==> config.mk <==
export PLATFORM = sky130hd
export DESIGN_NAME = func_sweep_ctrl
export DESIGN_NICKNAME = d
export VERILOG_FILES = /design/src/rtl/func_sweep_ctrl.sv
export SDC_FILE = /design/constraint.sdc
export NUM_CORES = 1
export LEC_CHECK = 0
export CELL_PAD_IN_SITES_DETAIL_PLACEMENT = 1
export CELL_PAD_IN_SITES_GLOBAL_PLACEMENT = 1
export CORE_MARGIN = 2
export CORE_UTILIZATION = 28
export CTS_CLUSTER_DIAMETER = 200
export DETAILED_ROUTE_END_ITERATION = 12
export PLACE_DENSITY = 0.74
export SYNTH_ARGS = -nofsm -noshare
export SYNTH_HDL_FRONTEND = slang
export SYNTH_SLANG_ARGS = --single-unit
==> constraint.sdc <==
create_clock -name clk -period 1.6 [get_ports clk]
set_input_delay 0.4 -clock clk [delete_from_list [all_inputs] [get_ports clk]]
set_output_delay 0.4 -clock clk [all_outputs]
set_load 0.05 [all_outputs]
==> src/rtl/func_sweep_ctrl.sv <==
// Sweep controller that drives every input combination of a small combinational block,
// samples its output after a settle time and compares it against a latched truth table.
module func_sweep_ctrl #(
    parameter int N_IN   = 2,
    parameter int SETTLE = 2
) (
    input  logic                 clk,
    input  logic                 rst_n,
    input  logic                 start,
    input  logic                 abort,
    input  logic [2**N_IN-1:0]   expected,
    input  logic                 dut_out,
    output logic [N_IN-1:0]      dut_in,
    output logic                 busy,
    output logic                 done,
    output logic                 pass,
    output logic [2**N_IN-1:0]   captured,
    output logic [N_IN:0]        mismatch_cnt,
    output logic                 fail_valid,
    output logic [N_IN-1:0]      first_fail_idx
);

    localparam int NV = 2**N_IN;
    localparam int CW = (SETTLE > 1) ? $clog2(SETTLE) : 1;
    localparam logic [CW-1:0]   CNT_LAST = CW'(SETTLE - 1);
    localparam logic [CW-1:0]   CNT_ONE  = CW'(1);
    localparam logic [N_IN-1:0] IDX_LAST = N_IN'(NV - 1);
    localparam logic [N_IN-1:0] IDX_ONE  = N_IN'(1);
    localparam logic [N_IN:0]   MIS_ONE  = (N_IN + 1)'(1);

    typedef enum logic [1:0] {
        S_IDLE   = 2'd0,
        S_SETTLE = 2'd1,
        S_SAMPLE = 2'd2,
        S_DONE   = 2'd3
    } state_t;

    state_t              state_r, state_s;
    logic [N_IN-1:0]     idx_r, idx_s;
    logic [CW-1:0]       cnt_r, cnt_s;
    logic [NV-1:0]       exp_r, exp_s;
    logic [N_IN-1:0]     dut_in_s;
    logic                busy_s, done_s, pass_s;
    logic [NV-1:0]       captured_s;
    logic [N_IN:0]       mismatch_cnt_s;
    logic                fail_valid_s;
    logic [N_IN-1:0]     first_fail_idx_s;

    // Next-state and next-output logic; every register holds unless a state acts on it.
    always_comb begin
        state_s          = state_r;
        idx_s            = idx_r;
        cnt_s            = cnt_r;
        exp_s            = exp_r;
        dut_in_s         = dut_in;
        pass_s           = pass;
        captured_s       = captured;
        mismatch_cnt_s   = mismatch_cnt;
        fail_valid_s     = fail_valid;
        first_fail_idx_s = first_fail_idx;
        case (state_r)
            S_IDLE: begin
                if (start) begin
                    exp_s            = expected;
                    idx_s            = '0;
                    cnt_s            = '0;
                    dut_in_s         = '0;
                    captured_s       = '0;
                    mismatch_cnt_s   = '0;
                    fail_valid_s     = 1'b0;
                    first_fail_idx_s = '0;
                    pass_s           = 1'b0;
                    state_s          = S_SETTLE;
                end else begin
                    state_s = S_IDLE;
                end
            end
            S_SETTLE: begin
                if (abort) begin
                    dut_in_s = '0;
                    pass_s   = 1'b0;
                    state_s  = S_IDLE;
                end else if (cnt_r == CNT_LAST) begin
                    state_s = S_SAMPLE;
                end else begin
                    cnt_s = cnt_r + CNT_ONE;
                end
            end
            S_SAMPLE: begin
                if (abort) begin
                    dut_in_s = '0;
                    pass_s   = 1'b0;
                    state_s  = S_IDLE;
                end else begin
                    captured_s[idx_r] = dut_out;
                    if (dut_out != exp_r[idx_r]) begin
                        mismatch_cnt_s = mismatch_cnt + MIS_ONE;
                        if (!fail_valid) begin
                            first_fail_idx_s = idx_r;
                            fail_valid_s     = 1'b1;
                        end else begin
                            first_fail_idx_s = first_fail_idx;
                        end
                    end else begin
                        mismatch_cnt_s = mismatch_cnt;
                    end
                    // Verdict is registered on entry to DONE so it appears together with done.
                    if (idx_r == IDX_LAST) begin
                        pass_s  = ~|mismatch_cnt_s;
                        state_s = S_DONE;
                    end else begin
                        idx_s    = idx_r + IDX_ONE;
                        dut_in_s = idx_r + IDX_ONE;
                        cnt_s    = '0;
                        state_s  = S_SETTLE;
                    end
                end
            end
            S_DONE: begin
                if (abort) begin
                    dut_in_s = '0;
                    pass_s   = 1'b0;
                end else begin
                    pass_s = pass;
                end
                state_s = S_IDLE;
            end
            default: begin
                dut_in_s = '0;
                state_s  = S_IDLE;
            end
        endcase
        busy_s = (state_s == S_SETTLE) || (state_s == S_SAMPLE);
        done_s = (state_s == S_DONE);
    end

    // State and output registers with synchronous active-low reset.
    always_ff @(posedge clk) begin
        if (!rst_n) begin
            state_r        <= S_IDLE;
            idx_r          <= '0;
            cnt_r          <= '0;
            exp_r          <= '0;
            dut_in         <= '0;
            busy           <= 1'b0;
            done           <= 1'b0;
            pass           <= 1'b0;
            captured       <= '0;
            mismatch_cnt   <= '0;
            fail_valid     <= 1'b0;
            first_fail_idx <= '0;
        end else begin
            state_r        <= state_s;
            idx_r          <= idx_s;
            cnt_r          <= cnt_s;
            exp_r          <= exp_s;
            dut_in         <= dut_in_s;
            busy           <= busy_s;
            done           <= done_s;
            pass           <= pass_s;
            captured       <= captured_s;
            mismatch_cnt   <= mismatch_cnt_s;
            fail_valid     <= fail_valid_s;
            first_fail_idx <= first_fail_idx_s;
        end
    end

endmodule

==> results of run 1 <==
stage by stage:
step | hold slack (ns) | cells | setup TNS (ns)
finish | 0.508 | 239 | -0.496
global route | 0.522 | 239 | -0.967
CTS | 0.517 | 239 | -0.548
detailed placement | 0.498 | 233 | -7.02
global placement | 0.471 | 233 | -5.51
floorplan | 0.455 | 140 | -0.0355
power by group through the flow:
stage / combinational (W) / clock (W) / sequential [W]
after global placement: 0.000212 / 0 / 0.000636
after detailed placement: 0.000221 / 0 / 0.000636
final: 0.000240 / 0.000506 / 0.000623
after floorplan: 0.000106 / 0 / 0.000645
after global routing: 0.000257 / 0.000539 / 0.000625
after CTS: 0.000240 / 0.000514 / 0.000623
sequential cells by signal (all words and copies together), names as in the netlist:
register	count
captured	4
exp_r	4
mismatch_cnt	3
dut_in	2
first_fail_idx	2
idx_r	2
state_r	2
busy	1
cnt_r	1
done	1
fail_valid	1
pass	1
final timing paths:
path | to | slack (ns) | depth (start not counted)
worst max-delay path | mismatch_cnt[0] | -0.13 | 4
worst min-delay path | first_fail_idx[1] | 0.51 | 2
worst max register to register | mismatch_cnt[0] | -0.13 | 4
worst min register to register | first_fail_idx[1] | 0.51 | 2
layout by cell type (no fill, tap or decap), drive strengths merged, types with 2 or more instances in the layout:
cell / n
buf: 42
dfxtp: 24
nor2: 12
a21oi: 12
inv: 10
mux2i: 10
nand2: 8
clkdlybuf4s50: 6
ha: 6
nand3: 5
o21ai: 5
nand2b: 4
and2: 4
a211oi: 4
clkbuf: 4
nor2b: 3
a31oi: 3
nor3: 3
nand3b: 2
a21o: 2
a311oi: 2
o31ai: 2
cell type report:
type                            count  area [um2]  area share
Multi-Input combinational cell     99         759       0.378
Timing Repair Buffer               50         592       0.295
Sequential cell                    24         487       0.243
Clock buffer                        4        66.3      0.0330
Tap cell                           52        65.1      0.0324
Inverter                           10        37.5      0.0187
repair_timing:
| action | CTS | global route |
|---|---|---|
| setup buffers | 2 | 0 |
| pin swaps | 3 | 2 |
| setup endpoints to repair | 15 | 17 |
| resized for setup | 10 | 7 |
critical path: cells and delay by family (launching register included):
| kind | cells | cell delay, ns |
|---|---|---|
| compound gates | 1 | 0.33 |
| xor+xnor | 1 | 0.25 |
| flops | 1 | 0.37 |
| mux | 1 | 0.58 |
| simple gates | 1 | 0.10 |
cell families (layout without fill, tap and decap cells):
| kind of cell | count (synthesis) | in the layout |
|---|---|---|
| and+or+nand+nor | 45 | 45 |
| buffers and inverters | 17 | 64 |
| DFF | 24 | 24 |
| xor gates and xnor gates | 2 | 2 |
| muxes | 11 | 11 |
| adders and majority gates | 6 | 6 |
| AOI/OAI and AO/OA | 35 | 35 |
metal layers:
layer,routed length [um],GRT usage,part of all wire
met2,2120,0.305,0.55
met4,96,0.0881,0.025
met5,0,0,0
met3,117,0.0313,0.030
met1,1530,0.183,0.40
==> impl_metrics.py, run 1 <==
metrics = {
    "pwr": {
        "switching_power_w": 0.000364,
        "seq_power_share": 0.455,
        "leakage_nw": 0.796,
        "clockPowerShare": 0.369,
        "p_sw_frac": 0.266,
        "powerDensity_nw_per_um2": 682,
        "p_total_w": 0.00137,
        "vdd_ir_drop_max_mv": 0.468,
        "intPower_w": 0.00100,
        "combPwrFrac": 0.175,
    },
    "logic_synthesis": {
        "synth_top_area_share": 0.385,
        "synthCells": 140,
        "synthTopCellsByCount": "24 x dfxtp_1, 12 x a21oi_1, 12 x nor2_1",
        "synth.most_common_cell": "dfxtp_1",
        "synthTopCellsByArea": "dfxtp_1 39%, mux2i_1 8.0%, ha_1 6.0%",
        "synth_edf_count": 0,
        "synth_xor_area_frac": 0.0351,
        "yosysUniqueCellTypes": 35,
        "ys_warn_count": 0,
        "ys_seq_area_frac": 0.385,
        "synth_area_um2": 1250,
        "synth_top_flop_cell": "dfxtp_1",
        "post_synth_and_or_nand_nor_area_fraction": 0.187,
        "synth-compound-area-share": 0.183,
        "synth_largest_area_cell": "dfxtp_1",
        "avgSynthCellArea_um2": 8.91,
        "synth_adder_area_share": 0.0602,
        "synth_top_family_by_area": "simple AND/OR/NAND/NOR gates",
        "synth-seq-cells": 24,
        "async_flop_share": 0,
        "synth_nets": 155,
        "muxShareOfSynthArea": 0.0983,
    },
    "sta": {
        "setup_ws_ns": -0.131,
        "worst_slew_pin_slew_ns": 0.367,
        "final_hold_viol_count": 0,
        "relSlewSlack": 0.755,
        "finClkSkew_ns": 0.00374,
        "timing.final.crit_share": 1.08,
        "setup_viol": 5,
        "max_freq_mhz": 578,
        "finalCriticalPeriod_ns": 1.73,
        "maxSlewViolCount": 0,
        "rsz0062_at_grt": "yes",
    },
    "run_status": {
        "status": "complete, but fails checks",
        "failed_checks": "negative setup slack",
    },
    "cells_and_area": {
        "diodes": 0,
        "drive_gt1_frac": 0.348,
        "area_growth_syn_to_layout_pct": 60.9,
        "utilization": 0.464,
        "num-fill-cells": 506,
        "finalInstanceArea_um2": 2010,
        "final_net_count": 203,
    },
    "route": {
        "vias": 1193,
        "vias_per_cell": 4.99,
        "wire_per_inst_um": 16.2,
        "ant_nets": 0,
        "wirelength_um": 3860,
        "drtIter0Drc": 16,
        "drc": 0,
        "first_pass_iters": 3,
    },
    "min_path": {
        "min_path_type": "reg2reg",
        "holdCritStartpoint": "first_fail_idx[1]",
    },
    "worst_setup_path": {
        "crit_type": "reg2reg",
        "cp-end-kind": "register",
        "cp_data_required_time_ns": 1.78,
        "crit_fanout": 4,
        "cp.arrival_ns": 1.91,
        "worst_path_largest_cell_delay_ns": 0.58,
        "crit_path_start_kind": "register",
        "path_cells": "mux4_2, xnor2_2, nand2_1, a311oi_1",
        "reg2reg_from": "idx_r[0]",
        "crit_start": "idx_r[0]",
        "cp_slowest_cell": "mux4_2",
    },
    "placement": {
        "finalWeightedCongestion": 0.847,
        "place_hpwl_um": 2890,
        "port_buffers": 23,
        "placed_area_um2": 1870,
        "dp_slack_ns": -0.477,
    },
    "global_route": {
        "grtUsageTotal": 0.167,
        "antenna_found_initial": 0,
        "grt_pass1_wl_um": 6340,
        "grt_max_degree": 15,
        "grt-ovfl-total": 0,
        "grt_pass1_vias": 1276,
    },
    "floorplan": {
        "dieHeight_um": 70.7,
        "io_pins": 24,
        "die_w_um": 70.7,
        "rows": 24,
        "core_area_um2": 4320,
        "start_util": 0.288,
        "dieArea_um2": 5000,
    },
    "clock_tree": {
        "clk_path_buf_depth": 2,
        "cts_made_buffers": 3,
        "cts_hold_buf": 0,
        "insertion_delay_ns": 0.29,
        "path_clk_slew_ns": 0.09,
        "cts_tree": "done",
        "clock-sinks": 24,
        "htree_levels": 1,
        "clock-root-buffer": "clkbuf_8",
    },
    "job": {
        "maxCapViolations": 0,
    },
}
No activity file was read; power rests on OpenSTA's default activity.
==> run 2: changes to the inputs <==
--- a/config.mk
+++ b/config.mk
@@ -9,7 +9,7 @@
 export CELL_PAD_IN_SITES_GLOBAL_PLACEMENT = 1
 export CORE_MARGIN = 2
 export CORE_UTILIZATION = 28
-export CTS_CLUSTER_DIAMETER = 200
+export CTS_CLUSTER_DIAMETER = 60
 export DETAILED_ROUTE_END_ITERATION = 12
 export PLACE_DENSITY = 0.74
 export SYNTH_ARGS = -nofsm -noshare
==> results of run 2 <==
The final DEF is identical to that of run 1; final timing and power are the same.
